**config.mk**
```make
export PLATFORM = sky130hd
export DESIGN_NAME = lookahead_multiport_ram
export DESIGN_NICKNAME = d
export VERILOG_FILES = /design/src/rtl/lookahead_ram_pkg.sv /design/src/rtl/lookahead_ram_read_port.sv /design/src/rtl/lookahead_multiport_ram.sv
export SDC_FILE = /design/constraint.sdc
export NUM_CORES = 1
export LEC_CHECK = 0
export CAP_MARGIN = 20
export CORE_ASPECT_RATIO = 0.9
export CORE_MARGIN = 1
export CORE_UTILIZATION = 35
export DETAILED_ROUTE_END_ITERATION = 8
export PLACE_DENSITY = 0.51
export SLEW_MARGIN = 20
export SYNTH_ARGS = -nofsm -noshare
export SYNTH_HDL_FRONTEND = slang
export SYNTH_SLANG_ARGS = --single-unit
```
**constraint.sdc**
```tcl
create_clock -name clk -period 3.3 [get_ports clk]
set_clock_uncertainty 0.2 [all_clocks]
set_input_delay 0.33 -clock clk [delete_from_list [all_inputs] [get_ports clk]]
set_output_delay 0.33 -clock clk [all_outputs]
set_load 0.05 [all_outputs]
```
**src/rtl/lookahead_ram_pkg.sv**
```systemverilog
// Shared types and helpers for the lookahead multiport RAM: clear FSM states,
// a constant clog2, and the packed read-port slice helper.
package lookahead_ram_pkg;

  typedef enum logic {
    CLEARING = 1'b0,
    READY    = 1'b1
  } clr_state_e;

  function automatic int unsigned clog2(input int unsigned n);
    int unsigned r;
    r = 0;
    while ((r < 32) && ((64'd1 << r) < 64'(n))) r++;
    return r;
  endfunction

  // LSB position of port 'port' in a bus packing 'width' bits per port
  function automatic int unsigned port_lsb(input int unsigned port, input int unsigned width);
    return port * width;
  endfunction

endpackage

```
**src/rtl/lookahead_ram_read_port.sv**
```systemverilog
// One read port: private array copy, address range check, write bypass and
// registered read data. LOOKAHEAD_RAM_OUTPUT_REG_EN adds an output stage.
module lookahead_ram_read_port
  import lookahead_ram_pkg::*;
#(
  parameter int unsigned DEPTH         = 16,
  parameter int unsigned DATA_WIDTH    = 8,
  parameter int unsigned ADDRESS_WIDTH = 4
) (
  input  logic                     clk,
  input  logic                     reset_n,
  input  logic                     wr_en_i,
  input  logic [ADDRESS_WIDTH-1:0] wr_addr_i,
  input  logic [DATA_WIDTH-1:0]    wr_data_i,
  input  logic                     byp_en_i,
  input  logic [ADDRESS_WIDTH-1:0] rd_addr_i,
  output logic [DATA_WIDTH-1:0]    rd_data_o
);

  localparam int unsigned IDX_W = (DEPTH > 1) ? clog2(DEPTH) : 1;

  logic [DATA_WIDTH-1:0] mem_q [DEPTH];
  logic                  rd_in_range_c;
  logic                  rd_hit_c;
  logic [DATA_WIDTH-1:0] rd_word_c;
  logic [DATA_WIDTH-1:0] rd_data_q;

  // Write address is always in range here: the top filters user writes
  always_ff @(posedge clk) begin
    if (wr_en_i) mem_q[IDX_W'(wr_addr_i)] <= wr_data_i;
  end

  assign rd_in_range_c = (32'(rd_addr_i) < DEPTH);
  assign rd_hit_c      = byp_en_i && rd_in_range_c && (wr_addr_i == rd_addr_i);

  always_comb begin
    rd_word_c = '0;
    if (rd_hit_c)           rd_word_c = wr_data_i;
    else if (rd_in_range_c) rd_word_c = mem_q[IDX_W'(rd_addr_i)];
  end

`ifdef LOOKAHEAD_RAM_OUTPUT_REG_EN
  logic [DATA_WIDTH-1:0]    stg_data_q;
  logic [ADDRESS_WIDTH-1:0] stg_addr_q;
  logic                     stg_valid_q;
  logic                     stg_hit_c;

  // Second bypass window: a write landing one cycle after the address was sampled
  assign stg_hit_c = byp_en_i && stg_valid_q && (wr_addr_i == stg_addr_q);

  always_ff @(posedge clk or negedge reset_n) begin
    if (!reset_n) begin
      stg_data_q  <= '0;
      stg_addr_q  <= '0;
      stg_valid_q <= 1'b0;
      rd_data_q   <= '0;
    end else begin
      stg_data_q  <= rd_word_c;
      stg_addr_q  <= rd_addr_i;
      stg_valid_q <= rd_in_range_c;
      rd_data_q   <= stg_hit_c ? wr_data_i : stg_data_q;
    end
  end
`else
  always_ff @(posedge clk or negedge reset_n) begin
    if (!reset_n) rd_data_q <= '0;
    else          rd_data_q <= rd_word_c;
  end
`endif

  assign rd_data_o = rd_data_q;

endmodule

```
**src/rtl/lookahead_multiport_ram.sv**
```systemverilog
// Lookahead multiport RAM top: clear FSM, clear counter and write/clear mux
// feeding NUM_READ_PORTS read ports. Optional macro: LOOKAHEAD_RAM_OUTPUT_REG_EN.
module lookahead_multiport_ram
  import lookahead_ram_pkg::*;
#(
  parameter int unsigned DEPTH          = 16,
  parameter int unsigned DATA_WIDTH     = 8,
  parameter int unsigned ADDRESS_WIDTH  = 4,
  parameter int unsigned NUM_READ_PORTS = 2,
  parameter int unsigned CLEAR_ON_RESET = 1
) (
  input  logic                                     clk,
  input  logic                                     reset_n,
  input  logic                                     clr,
  input  logic [ADDRESS_WIDTH-1:0]                 wr_address,
  input  logic [DATA_WIDTH-1:0]                    wr_writedata,
  input  logic                                     wr_write,
  output logic                                     wr_waitrequest,
  input  logic [NUM_READ_PORTS*ADDRESS_WIDTH-1:0]  rd_address,
  output logic [NUM_READ_PORTS*DATA_WIDTH-1:0]     rd_readdata
);

  localparam logic [ADDRESS_WIDTH-1:0] LAST_ADDR = ADDRESS_WIDTH'(DEPTH - 1);
  localparam bit                       CLR_EN    = (CLEAR_ON_RESET != 0);

  clr_state_e               state_q, state_d;
  logic [ADDRESS_WIDTH-1:0] cnt_q, cnt_d;
  logic                     wait_q, wait_d;

  logic                     clr_wr_c;
  logic                     user_wr_c;
  logic                     mem_we_c;
  logic [ADDRESS_WIDTH-1:0] mem_waddr_c;
  logic [DATA_WIDTH-1:0]    mem_wdata_c;

  always_ff @(posedge clk or negedge reset_n) begin
    if (!reset_n) begin
      state_q <= CLEARING;
      cnt_q   <= LAST_ADDR;
      wait_q  <= 1'b1;
    end else begin
      state_q <= state_d;
      cnt_q   <= cnt_d;
      wait_q  <= wait_d;
    end
  end

  // Clear sequence walks DEPTH-1 down to 0; clr restarts it from the top
  always_comb begin
    state_d = state_q;
    cnt_d   = cnt_q;
    wait_d  = wait_q;
    case (state_q)
      CLEARING: begin
        if (!CLR_EN) begin
          state_d = READY;
          wait_d  = 1'b0;
        end else if (clr) begin
          cnt_d = LAST_ADDR;
        end else if (cnt_q == '0) begin
          state_d = READY;
          wait_d  = 1'b0;
        end else begin
          cnt_d = cnt_q - ADDRESS_WIDTH'(1);
        end
      end
      READY: begin
        if (CLR_EN && clr) begin
          state_d = CLEARING;
          cnt_d   = LAST_ADDR;
          wait_d  = 1'b1;
        end
      end
    endcase
  end

  // Clear writes own the array while clearing; user writes only when idle and in range
  assign clr_wr_c    = CLR_EN && reset_n && (state_q == CLEARING);
  assign user_wr_c   = wr_write && !wait_q && (32'(wr_address) < DEPTH);
  assign mem_we_c    = clr_wr_c || user_wr_c;
  assign mem_waddr_c = clr_wr_c ? cnt_q : wr_address;
  assign mem_wdata_c = clr_wr_c ? '0 : wr_writedata;

  assign wr_waitrequest = wait_q;

  for (genvar p = 0; p < int'(NUM_READ_PORTS); p++) begin : g_port
    lookahead_ram_read_port #(
      .DEPTH         (DEPTH),
      .DATA_WIDTH    (DATA_WIDTH),
      .ADDRESS_WIDTH (ADDRESS_WIDTH)
    ) u_port (
      .clk       (clk),
      .reset_n   (reset_n),
      .wr_en_i   (mem_we_c),
      .wr_addr_i (mem_waddr_c),
      .wr_data_i (mem_wdata_c),
      .byp_en_i  (user_wr_c),
      .rd_addr_i (rd_address[port_lsb(p, ADDRESS_WIDTH) +: ADDRESS_WIDTH]),
      .rd_data_o (rd_readdata[port_lsb(p, DATA_WIDTH) +: DATA_WIDTH])
    );
  end

endmodule

```
# Word-level counts from Yosys, hierarchy flattened
# Memory sizes are Yosys's and may differ from the RTL's.
# Cells that the tools add are included.
dict set report op_classes {
  n_addsub 1
  eq_ne 6
  mux 18
  bitwise_logic 1
  reduce_logical 9
}
# cell n
set op_table {}
lappend op_table {{$mux 8} 3}
lappend op_table {{$mux 4} 4}
lappend op_table {{$eq 4x4->1} 2}
lappend op_table {{$mux 1} 8}
lappend op_table {{$pmux 4 s2} 1}
lappend op_table {{$ne 2x2->1 const B} 3}
lappend op_table {{$logic_and 1x1->1} 4}
lappend op_table {{$logic_not 4->1} 1}
lappend op_table {{$pmux 1 s2} 2}
lappend op_table {{$sub 4x1->4 const B} 1}
lappend op_table {{$ne 3x3->1 const B} 1}
lappend op_table {{$reduce_and 3->1} 1}
lappend op_table {{$reduce_and 2->1} 1}
lappend op_table {{$logic_not 1->1} 1}
lappend op_table {{$logic_or 1x1->1} 1}
lappend op_table {{$not 1->1} 1}
dict set report word_totals {
  reg_bits 22
  ram_bits 256
  inputBits 24
  out_inout_bits 17
  word_cells 42
  mem_count 2
}
# name words width rd rd_clocked_by_memory_dff wr line
set mem_list {}
lappend mem_list {{g_port[0].u_port.mem_q} 16 8 1 0 1 lookahead_ram_read_port.sv:22} ;# logic [DATA_WIDTH-1:0] mem_q [DEPTH];
lappend mem_list {{g_port[1].u_port.mem_q} 16 8 1 0 1 lookahead_ram_read_port.sv:22}

# Depth between registers and ports, before layout
# Gate-level depths: netlist of run 1.
dict set report depth {
  word_depth 6
  mapped_depth 7
  depth_no_buf 6
}

# Modules after synthesis
# A second synthesis of run 1 with hierarchy kept.
dict set report hier_totals {
  cells_unflattened 533
  hier_area_um2 11308.3
}
# mod n_inst cells_per_inst area_per_inst_um2 seq_area_each_um2
set modules_own_cells {}
lappend modules_own_cells {lookahead_ram_read_port 2 242 5440.2 4043.9}
lappend modules_own_cells {lookahead_multiport_ram 1 49 427.9 156.4}

# Least setup slack after synthesis of run 1
# OpenSTA, ideal clock, no wires.
dict set report synth_path {
  path_type {register to register}
  from {reg state_q}
  to {mem g_port[1].u_port.mem_q[1][0], enable pin}
  arrival_time_ps 1741
  required_ps 2730
  setup_slack_ps 989
  stages_incl_launch_ff 6
  synth_period_minus_slack_ps 2311
  cell_sequence {dfrtp_1 > nand2b_1 > clkbuf_1 > buf_1 > o21ai_0 > nor2_1}
}
dict set report synth_via {
  elab_chain_len 5
  elab_cells_between_ends 6
  cone_classes {3 x mux; 1 x bitwise; 2 x reduce/logical}
}
# element line
set synth_rtl {}
lappend synth_rtl {{from (decl)} lookahead_multiport_ram.sv:26} ;# clr_state_e state_q, state_d;
lappend synth_rtl {{from (signal assigned)} lookahead_multiport_ram.sv:42} ;# state_q <= state_d;
lappend synth_rtl {{$not 1->1 (*)} -}
lappend synth_rtl {{$logic_and 1x1->1 (*)} lookahead_multiport_ram.sv:78} ;# assign clr_wr_c = CLR_EN && reset_n && (state_q == CLEARING);
lappend synth_rtl {{$logic_or 1x1->1} lookahead_multiport_ram.sv:80} ;# assign mem_we_c = clr_wr_c || user_wr_c;
lappend synth_rtl {{$mux 1} lookahead_ram_read_port.sv:30} ;# if (wr_en_i) mem_q[IDX_W'(wr_addr_i)] <= wr_data_i;
lappend synth_rtl {{$mux 1 (implied by the code)} lookahead_ram_read_port.sv:30}
lappend synth_rtl {{to (decl)} lookahead_ram_read_port.sv:22}
# Mark *: on every way between the ends. The rest lies on a longest branch, timed or not.

# Worst setup path in the final report of run 1
dict set report layout_path {
  from {reg state_q}
  to {reg g_port[0].u_port.rd_data_q[4]}
}
dict set report layout_via {
  elab_chain_len 6
  elab_cells_between_ends 7
  cone_classes {1 x eq/ne; 3 x mux; 1 x bitwise; 2 x reduce/logical}
}
# element line
set layout_rtl {}
lappend layout_rtl {{$not 1->1 (*)} -}
lappend layout_rtl {{$logic_and 1x1->1 (*)} lookahead_multiport_ram.sv:78}
lappend layout_rtl {{$mux 4} lookahead_multiport_ram.sv:81} ;# assign mem_waddr_c = clr_wr_c ? cnt_q : wr_address;
lappend layout_rtl {{$eq 4x4->1} lookahead_ram_read_port.sv:34} ;# assign rd_hit_c = byp_en_i && rd_in_range_c && (wr_addr_i == rd_addr_i);
lappend layout_rtl {{$logic_and 1x1->1} lookahead_ram_read_port.sv:34}
lappend layout_rtl {{$mux 8 (*)} lookahead_ram_read_port.sv:38} ;# if (rd_hit_c) rd_word_c = wr_data_i;
lappend layout_rtl {{net g_port[0].u_port.rd_word_c[4]} lookahead_ram_read_port.sv:25} ;# logic [DATA_WIDTH-1:0] rd_word_c;
lappend layout_rtl {{to (signal assigned)} lookahead_ram_read_port.sv:67} ;# else rd_data_q <= rd_word_c;
lappend layout_rtl {{to (decl)} lookahead_ram_read_port.sv:26} ;# logic [DATA_WIDTH-1:0] rd_data_q;
# The timed path passes the listed nets; every way through them passes the cells marked *.
# A chain may end at the register's enable or synchronous reset.

==> summary.md, run 1 <==
| Metric | Value |
|---|---|
| Final wirelength | `between 15000 and 20000 um` |
| Drt first pass iters | `6` |
| Final Setup Violations | `0` |
| WL/cell | `~26 um` |
| Ys Warns | `0` |
| Buf/Inv on CP | `1` |
| Top cell type's share of synthesized area | `0.543` |
| Worst VDD drop | `roughly 0.00031 V` |
| Min Clock Period, post-route | `roughly 2700 ps` |
| Clk_lat worst skew | `about 430 ps` |
| Distinct cells, synth | `38` |
| TritonCTS clock tree | `done` |
| Final net count | `just over 500` |
| Arrival @ worst endpoint | `~2900 ps` |
| Critical R2R Capture | `g_port[0].u_port.rd_data_o[4]$_DFF_PN0_` |
| Met3 Routed Length | `roughly 1000 um` |
| Worst reg2reg startpoint | `state_q$_DFF_PN0_` |
| Worst Path Required | `3400 ps` |
| Max_cap viols | `0` |
| Multiplexer area fraction after synthesis | `0.236` |
| Post-CTS Resized | `0` |
| Port Buffers | `40` |
| Row count | `48` |
| Main area contributors after synthesis | `edfxtp_1 (54%), mux4_2 (20%), dfrtp_1 (6.0%)` |
| Largest net degree at the start of global routing | `35` |
| Starting DRT DRC Count | `approximately 380` |
| Clk sinks | `150` |
| Cts bufs inserted | `17` |
| Final Hold Viols | `0` |
| Failing checks | `DRC` |
| Area grow syn2layout | `21.2%` |
| DR DRC count | `15` |
| CP endpoint kind | `register` |
| Finished Cell Area | `8580 sq um` |
| P_leak | `~0.0030 uW` |
| Die Wd | `~150 um` |
| Final core occ | `0.440` |
| Diode count | `0` |
| GRT overflow | `0` |
| Xor/xnor share of the synthesized area | `0.0111` |
| Syn nets | `439` |
| Max Clock Freq | `around 360 MHz` |
| RD Place Congestion | `0.820` |
| CP max FO | `8` |
| R2R cell count | `6` |
| Post-synthesis adder-cell area fraction | `0.00353` |
| Least-Margin Pin Slew | `roughly 850 ps` |
| Final period util | `0.832` |
| Initial antenna violation count | `0` |
| RSZ-0062 raised after global routing | `no` |
| Top sig layer | `met4` |
| Vias in the first global route | `roughly 4400` |
| Syn Area/Cell | `around 17 sq um` |
| Die Y | `137 um` |
| Slowest cell on the critical path | `nor4_4` |
| Initial Util | `0.363` |
| Post-Place Setup Slack | `roughly 160 ps` |
| Compound-Gate Fraction of Synth Area | `0.0479` |
| I/O Pins | `slightly above 40` |
| Register-to-register setup slack | `between 500 and 600 ps` |
| Status | `complete, but fails checks` |
| Total power | `approximately 4700 uW` |
| Hold_buf cts | `0` |
| Register area share after synthesis | `0.621` |
| Number of buffers added for setup after CTS | `0` |
| Final slew viol count | `0` |
| Max clock buf depth | `2` |
| Syn Std Cell Area | `between 7000 and 8000 sq um` |
| Via density | `about 5.6` |
| H-tree levels | `4` |
| Commonest non-fill, non-tap cell in the layout | `edfxtp_1` |
| Syn Inst Count | `413` |
| Largest family of logic cells by synthesized area | `multiplexers` |
| Worst-path clk slew | `roughly 60 ps` |
| Layout cells sized above 1 | `0.315` |
| Area of placed instances | `approximately 8000 sq um` |
| Register bit total from synthesis | `150` |
| Simple-Gate Fraction of Synth Area | `0.0583` |
| Worst Hold Class | `in2async` |
| Leading area contributor after synthesis | `edfxtp_1` |
| Post-DP HPWL | `13300 um` |
| Cell Pwr Density | `between 500 and 600 nW/um^2` |
| Vias | `about 4200` |
| Worst stage delay on the critical path | `approximately 630 ps` |
| Crit path cell chain | `nor2b_1, buf_4, mux2i_2, xnor2_1, nor4_4, mux2_2` |
| Setup TNS | `0 ps` |
| Met1 wire length | `about 9000 um` |
| Rel. slew slack | `0.434` |
| Met2 routed WL | `9090 um` |
| Most frequent cells in the layout | `edfxtp_1 (128), mux4_2 (64), clkdlybuf4s50_1 (38), a22oi_1 (32), buf_4 (32)` |
| Crit Path Class | `reg2reg` |
| Area of the core | `roughly 20000 sq um` |
| DIE AREA | `roughly 21000 sq um` |
| First-pass GRT wire length | `about 29000 um` |
| Remaining antenna violation count | `0` |
| Critical path's top delay family | `simple AND/OR/NAND/NOR gates` |
| CTS Root Buffer Type | `clkbuf_16` |
| GRT Resource Usage Total | `0.199` |
| Worst setup margin | `~560 ps` |
| CP startpoint kind | `register` |
how the worst max path moves through the flow:
stage                 startpoint                                       to  cells past startpoint
3_3_place_gp             reset_n  g_port[0].u_port.rd_data_o[3]$_DFF_PN0_                      7
6_report       state_q$_DFF_PN0_  g_port[0].u_port.rd_data_o[4]$_DFF_PN0_                      6
4_1_cts        state_q$_DFF_PN0_  g_port[0].u_port.rd_data_o[5]$_DFF_PN0_                      6
3_5_place_dp             reset_n  g_port[0].u_port.rd_data_o[1]$_DFF_PN0_                      7
2_1_floorplan  state_q$_DFF_PN0_   g_port[1].u_port.mem_q[1][0]$_DFFE_PP_                      5
5_1_grt        state_q$_DFF_PN0_  g_port[0].u_port.rd_data_o[4]$_DFF_PN0_                      6
power breakdown:
part / switching [uW] / internal [uW]
Clock: 775 / 1180
Combinational: 360 / 252
Sequential: 38.3 / 2140
layout make-up:
cell class / instances / area (sq um)
inverters: 12 / 45.0
clock buffers: 18 / 429
fillers: 1705 / 10900
clock inverters: 14 / 160
multi-input cells: 225 / 2520
flip-flops and latches: 150 / 4400
well taps: 250 / 313
repair buffers: 76 / 711
sequential cells by signal (all words and copies together), names as in the netlist:
signal	count
wr_waitrequest	1
cnt_q	4
g_port.u_port.rd_data_o	16
state_q	1
g_port.u_port.mem_q	128
metrics by stage:
step                hold WS, ps  cells
floorplan                  -166    413
global placement            331    713
detailed placement          333    713
CTS                        28.5    745
global route               66.8    745
finish                     34.2    745
routing by layer:
layer / track usage / up-vias
li1: - / 1801
met1: 0.273 / 2213
met2: 0.323 / 127
met3: 0.0402 / 20
met4: 0.0607 / 0
met5: 0 / -
cell families after synthesis:
kind of cell | Yosys count
mux | 83
fa+ha+maj | 2
xor+xnor | 9
simple gates | 82
flops | 150
buf+inv | 38
compound gates | 49
synthesized netlist by cell type:
master,instances
a211oi_1,1
a21oi_1,5
a22oi_1,32
a31oi_1,3
and2_1,2
and3_1,1
and3b_1,1
buf_1,6
buf_2,6
buf_6,1
clkbuf_1,13
dfrtp_1,17
dfstp_2,5
edfxtp_1,128
ha_1,2
inv_1,12
mux2_2,16
mux2i_1,1
mux2i_2,1
mux2i_4,1
mux4_2,64
nand2_1,30
nand2b_1,5
nand3_1,1
nand3b_1,2
nor2_1,24
nor2b_1,8
nor3_1,3
nor3b_1,2
nor4_4,1
nor4b_4,1
o2111ai_1,1
o21ai_0,5
o21bai_1,1
o22ai_1,1
or2_2,1
xnor2_1,6
xor2_1,3
(Power assumes the default switching activity.)
==> inputs of run 2 (changes only) <==
clock period = 2.8 ns   (was 3.3 ns; I/O delays follow)
==> run 2 against run 1 <==
The run still ends with DRC left. First-iteration DRC count fell by 1.1%. Sequential power rose by 18%. Utilization rose by 0.37 points. Routed wire length fell by 0.75%. Sequential share of layout area fell by 0.42 points. Global-route usage rose by 0.070 points. Die area did not move.
==> summary.md, run 2 (synthesis results as in run 1) <==
| Metric | Value |
|---|---|
| Clk_lat worst skew | `430 ps (about the same)` |
| Least-Margin Pin Slew | `854 ps (was 846 ps)` |
| DR DRC count | `17 (was 15)` |
| CTS Root Buffer Type | `clkbuf_16 (unchanged)` |
| Max clock buf depth | `2 (unchanged)` |
| Cts bufs inserted | `17 (unchanged)` |
| TritonCTS clock tree | `done (unchanged)` |
| GR peak layer | `met2 (unchanged)` |
| Arrival @ worst endpoint | `2380 ps (was 2850 ps)` |
| Drt first pass iters | `6 (unchanged)` |
| Post-CTS Resized | `0 (unchanged)` |
| Placed Cells | `724 (was 713)` |
| Remaining antenna violation count | `0 (unchanged)` |
| WL/cell | `25.4 um (was 25.9 um)` |
| Initial Util | `0.363 (unchanged)` |
| Vias | `4180 (was 4161)` |
| Die Wd | `152 um (unchanged)` |
| Worst Path Required | `2650 ps (was 3400 ps)` |
| Worst VDD drop | `0.000314 V (was 0.000315 V)` |
| Max_cap viols | `0 (unchanged)` |
| Layout cells sized above 1 | `0.330 (was 0.315)` |
| Rel. slew slack | `0.428 (was 0.434)` |
| Starting DRT DRC Count | `374 (was 378)` |
| Via density | `5.53 (was 5.59)` |
| Final core occ | `0.443 (was 0.440)` |
| Grt met2 use | `0.318 (was 0.323)` |
| CP endpoint kind | `register (unchanged)` |
| Die Y | `137 um (unchanged)` |
| GRT Resource Usage Total | `0.200 (was 0.199)` |
| Status | `complete, but fails checks (unchanged)` |
| Largest Register | `g_port.u_port.mem_q (unchanged)` |
| Final period util | `0.901 (was 0.832)` |
| Met3 Track Usage GR | `0.0484 (was 0.0402)` |
| Worst reg2reg startpoint | `state_q$_DFF_PN0_ (unchanged)` |
| Final net count | `519 (was 508)` |
| Crit. Startpoint | `state_q$_DFF_PN0_ (unchanged)` |
| Post-Place Setup Slack | `-154 ps (was 160 ps)` |
| Max Clock Freq | `396 MHz (was 364 MHz)` |
| Area of the core | `19500 sq um (unchanged)` |
| Clk sinks | `150 (unchanged)` |
| RSZ-0062 raised after global routing | `no (unchanged)` |
| CP max FO | `8 (unchanged)` |
| Initial antenna violation count | `0 (unchanged)` |
| Number of buffers added for setup after CTS | `0 (unchanged)` |
| CP startpoint kind | `register (unchanged)` |
| Hold_buf cts | `0 (unchanged)` |
| P_leak | `0.00301 uW (was 0.00297 uW)` |
| Post-DP HPWL | `13500 um (was 13300 um)` |
| Final slew viol count | `0 (unchanged)` |
| DIE AREA | `20800 sq um (unchanged)` |
| Port Buffers | `40 (unchanged)` |
| Number of flip-flops in the largest register | `128 (unchanged)` |
| First-pass GRT wire length | `29000 um (was 28900 um)` |
| Most frequent cells in the layout | `edfxtp_1 (128), mux4_2 (64), buf_4 (42), clkdlybuf4s50_1 (38), a22oi_1 (32) (was edfxtp_1 (128), mux4_2 (64), clkdlybuf4s50_1 (38), a22oi_1 (32), buf_4 (32))` |
| I/O Pins | `41 (unchanged)` |
| Area grow syn2layout | `22.2% (was 21.2%)` |
| Worst-path clk slew | `70 ps (was 60 ps)` |
| Worst setup margin | `277 ps (was 555 ps)` |
| Commonest non-fill, non-tap cell in the layout | `edfxtp_1 (unchanged)` |
| R2R cell count | `5 (was 6)` |
| Register-to-register setup slack | `280 ps (was 560 ps)` |
| Final cell count without fillers | `756 (was 745)` |
| Vias in the first global route | `4422 (was 4384)` |
| GRT overflow | `0 (unchanged)` |
| Cell Pwr Density | `639 nW/um^2 (was 553 nW/um^2)` |
| Critical R2R Capture | `g_port[1].u_port.mem_q[15][3]$_DFFE_PP_ (was g_port[0].u_port.rd_data_o[4]$_DFF_PN0_)` |
| Final wirelength | `19200 um (was 19300 um)` |
| Min Clock Period, post-route | `2520 ps (was 2740 ps)` |
| Failing checks | `DRC (unchanged)` |
| Largest net degree at the start of global routing | `34 (was 35)` |
| Met1 usage in global routing | `0.272 (was 0.273)` |
| Row count | `48 (unchanged)` |
| Crit Path Class | `reg2reg (unchanged)` |
| Total power | `5530 uW (was 4740 uW)` |
| RD Place Congestion | `0.856 (was 0.820)` |
| Final Setup Violations | `0 (unchanged)` |
| Final Hold Viols | `0 (unchanged)` |
| Worst Hold Class | `in2async (unchanged)` |
| Diode count | `0 (unchanged)` |
| H-tree levels | `4 (unchanged)` |
## run 2: worst max-delay path by stage
stage,cells after the start,end,slack (ps)
finish,5,g_port[1].u_port.mem_q[15][3]$_DFFE_PP_,280
global route,4,g_port[1].u_port.mem_q[15][3]$_DFFE_PP_,40
CTS,5,g_port[1].u_port.mem_q[15][3]$_DFFE_PP_,260
detailed placement,6,g_port[1].u_port.mem_q[15][0]$_DFFE_PP_,-150
global placement,6,g_port[1].u_port.mem_q[14][3]$_DFFE_PP_,-100
floorplan,5,g_port[1].u_port.mem_q[1][0]$_DFFE_PP_,490
## run 2: layout make-up
class | count | area [sq um]
Fill cell | 1720 | 10900
Multi-Input combinational cell | 225 | 2520
Timing Repair Buffer | 87 | 806
Clock inverter | 13 | 133
Inverter | 12 | 45.0
Clock buffer | 19 | 433
Tap cell | 250 | 313
Sequential cell | 150 | 4400
## run 2: stage by stage
stage	setup TNS [ps]	area, sq um	hold slack (ps)
floorplan	0	7080	-216
global placement	-2810	8090	322
detailed placement	-4260	8090	334
CTS	0	8650	24.6
global route	0	8650	53.9
finish	0	8650	31.5
## run 2: per-layer routing
layer  vias up  routed length (um)
li1       1821                   -
met1      2219                8830
met2       124                9080
met3        16                1050
met4         0                 218
met5         -                   0
## run 2: critical path: stages, from the launching register on
cell and delay (ps):
dfrtp_1 440, nor2b_1 290, buf_4 220, a31oi_1 150, buf_4 180, nor2_1 660
## run 2: where the power goes
part	internal (uW)	total [uW]	switching [uW]	leakage, uW
combinational	307	733	427	0.00131
clock	1300	2230	923	0.000260
sequential	2520	2570	49.7	0.00144
==> RTL change, RTL diff (settings of run 2) <==
The option `LOOKAHEAD_RAM_OUTPUT_REG_EN` is turned on by a define.
--- a/src/rtl/lookahead_ram_read_port.sv
+++ b/src/rtl/lookahead_ram_read_port.sv
@@ -1,5 +1,7 @@
 // One read port: private array copy, address range check, write bypass and
 // registered read data. LOOKAHEAD_RAM_OUTPUT_REG_EN adds an output stage.
+`define LOOKAHEAD_RAM_OUTPUT_REG_EN
+
 module lookahead_ram_read_port
   import lookahead_ram_pkg::*;
 #(
Formal check against the unedited RTL: no difference found for any inputs over 10 cycles, from zero or initial values and one cycle with reset_n low; that may be too few to reach the edited logic, so the function may still have changed.
==> RTL change against run 2 <==
- final cell count grew 13%
- synthesized area increased by 14%
- sequential cell count increased by 25
- highest routed layer unchanged
- global-route usage down 2.1 points
- setup slack got worse by 0.10 ns
- total power rose by 12%
- critical path type is now in -> reg
- routed wire length rose by 2.8%
- final area up 12%
==> RTL change: results (changes against run 2) <==
** Final layout
- Layout Cells excl Fill :: 855 (was 756)
- # diodes :: 0 (unchanged)
- Share of post-route cells with drive strength above 1 :: 32.8% (was 33.0%)
- Layout Nets :: 571 (was 519)
- The most flop-heavy register is g_port.u_port.mem_q (unchanged).
- Fillers :: 2042 (was 1720)

** Synthesis
- The cell area after synthesis came to 0.00806 mm^2 (was 0.00708 mm^2).
- Synth area leaders: edfxtp_1 48%, mux4_2 18%, dfrtp_1 13%, mux2_2 4.2%, a22oi_1 3.0% (was edfxtp_1 54%, mux4_2 20%, dfrtp_1 6.0%, a22oi_1 3.4%, mux2_2 2.5%).
- The register area share after synthesis was 62.4% (was 62.1%).
- Distinct cells, synth :: 37 (was 38)
- Cell types with the highest counts after synthesis :: 128 x edfxtp_1, 64 x mux4_2, 42 x dfrtp_1, 32 x a22oi_1, 30 x mux2_2 (was 128 x edfxtp_1, 64 x mux4_2, 32 x a22oi_1, 30 x nand2_1, 24 x nor2_1)
- The number of flops mapped to enable cells by yosys was 128 (unchanged).
- Yosys Warn Count :: 0 (unchanged)
- Post-Synthesis Net Count :: 493 (was 439)
- Avg Cell Area, Syn :: 17.3 um^2 (was 17.1 um^2)
- The share of flip-flops with an asynchronous set or reset after synthesis was 26.9% (was 14.7%).

** GRT
- The initial antenna violation count came to 0 (unchanged).
- The global-route wire length before repair is 30600 um (was 29000 um).
- Via count of the first global-routing pass :: 4798 (was 4422)
- The largest net degree at the start of global routing came to 35 (was 34).
- The global-route usage over all layers is 17.9% (was 20.0%).

** Timing
- The transition time at the pin with the least slew margin was 0.765 ns (was 0.854 ns).
- The worst slack on hold paths is 0.0579 ns (was 0.0315 ns).

** Worst setup path
- The length in cells of the worst reg-to-reg path is 8 (was 5).
- The data arrival time of the critical path was 2.73 ns (was 2.38 ns).
- Critical R2R Capture :: g_port[1].u_port.stg_data_q[1] (was g_port[1].u_port.mem_q[15][3])
- Largest fanout of any net on the critical path :: 9 (was 8)
- For flop-to-flop paths, the worst setup slack is around 0.28 ns.

** Detailed routing
- Count of routing violations after the opening detailed-route iteration :: 288 (was 374)
- Vias per cell :: 5.30 (was 5.53)
- Final wirelength :: 19700 um (was 19200 um)

** Place
- Total half-perimeter wirelength after legalization and detailed placement :: 13600 um (was 13500 um)
- Number of cells after detailed placement :: 820 (was 724)
- The final RePlAce weighted congestion is 0.802 (was 0.856).

** Power
- Worst vdd rail ir drop :: 0.322 mV (was 0.314 mV)
- The leakage power of the design came to 3.42 nW (was 3.01 nW).

** Clock network
- Root Buffer Master :: clkbuf_16 (unchanged)

** Run status
- Run status :: completed (was complete, but fails checks)

** Min path
- Worst min path class :: in -> reg (was in -> async)
- The worst hold path passes through 2 cells.
-- RTL change: changes by cell type after synthesis, sizes merged, moves of 3 or more --
cell,run 2,this run
mux2,16,32
and2,2,10
mux2i,3,6
clkbuf,13,18
inv,12,3
nand2,30,24
xor2,3,7
dfrtp,17,42
xnor2,6,12
-- RTL change: worst max-delay path by stage --
stage | start | to | cells after the start
detailed placement | reset_n | g_port[1].u_port.stg_data_q[4] | 8
CTS | reset_n | g_port[1].u_port.stg_data_q[1] | 9
global route | reset_n | g_port[1].u_port.stg_data_q[1] | 10
global placement | reset_n | g_port[1].u_port.stg_data_q[0] | 8
finish | reset_n | g_port[1].u_port.stg_data_q[1] | 10
floorplan | cnt_q[0] | g_port[0].u_port.stg_data_q[0] | 6
-- RTL change: repair_timing --
| item | CTS | global route |
|---|---|---|
| setup endpoints to repair | 0 | 14 |
| buffers inserted | 0 | 1 |
| hold buffers | 2 | 0 |
| hold endpoints to repair | 48 | 0 |
-- RTL change: stage by stage --
stage	setup slack, ns	utilization, %	power [mW]	area [um^2]
after global routing	0.0994	43.2	6.43	9730
after global placement	0.196	40.4	3.81	9090
final	0.175	43.2	6.20	9730
after detailed placement	0.177	40.4	3.82	9090
after CTS	0.0806	43.2	6.27	9710
after floorplan	0.435	-	3.50	8060
-- RTL change: worst max-delay path: stages --
cell	delay (ns)
dlygate4sd3_1	0.52
buf_2	0.16
nor2b_1	0.14
buf_4	0.21
mux2i_4	0.27
buf_12	0.15
xnor2_1	0.09
nor4b_4	0.28
buf_4	0.25
mux2_2	0.37
-- RTL change: cells by family (layout without fill, tap and decap cells) --
kind of cell               Yosys count  after routing  share of synthesized area [%]
buffers and inverters               32            123                           1.69
DFF                                175            175                           62.4
muxes                              102            102                           23.3
adders and majority gates            2              2                          0.311
AOI/OAI and AO/OA                   48             48                           4.15
xor gates and xnor gates            19             19                           2.07
and+or+nand+nor                     88             88                           6.10
other                                1              1                         0.0465
-- RTL change: routing by layer --
metal | vias up | GRT usage [%] | routed length, um
met5 | - | 0 | 0
met4 | 0 | 4.95 | 212
met3 | 14 | 3.51 | 1180
met2 | 121 | 26.2 | 8900
met1 | 2384 | 27.0 | 9430
li1 | 2013 | - | -
-- RTL change: cell type report --
type / instances / area share (%)
Timing Repair Buffer: 88 / 8.48
Multi-Input combinational cell: 260 / 29.7
Clock inverter: 13 / 1.66
Sequential cell: 175 / 51.6
Clock buffer: 19 / 4.55
Tap cell: 297 / 3.82
Inverter: 3 / 0.116
-- RTL change: report_power, final --
group | leakage, nW | total [mW] | internal [mW] | switching [mW]
sequential | 1.74 | 2.95 | 2.91 | 0.0459
combinational | 1.39 | 0.815 | 0.346 | 0.469
clock | 0.295 | 2.43 | 1.43 | 0.998
total | 3.42 | 6.20 | 4.68 | 1.51
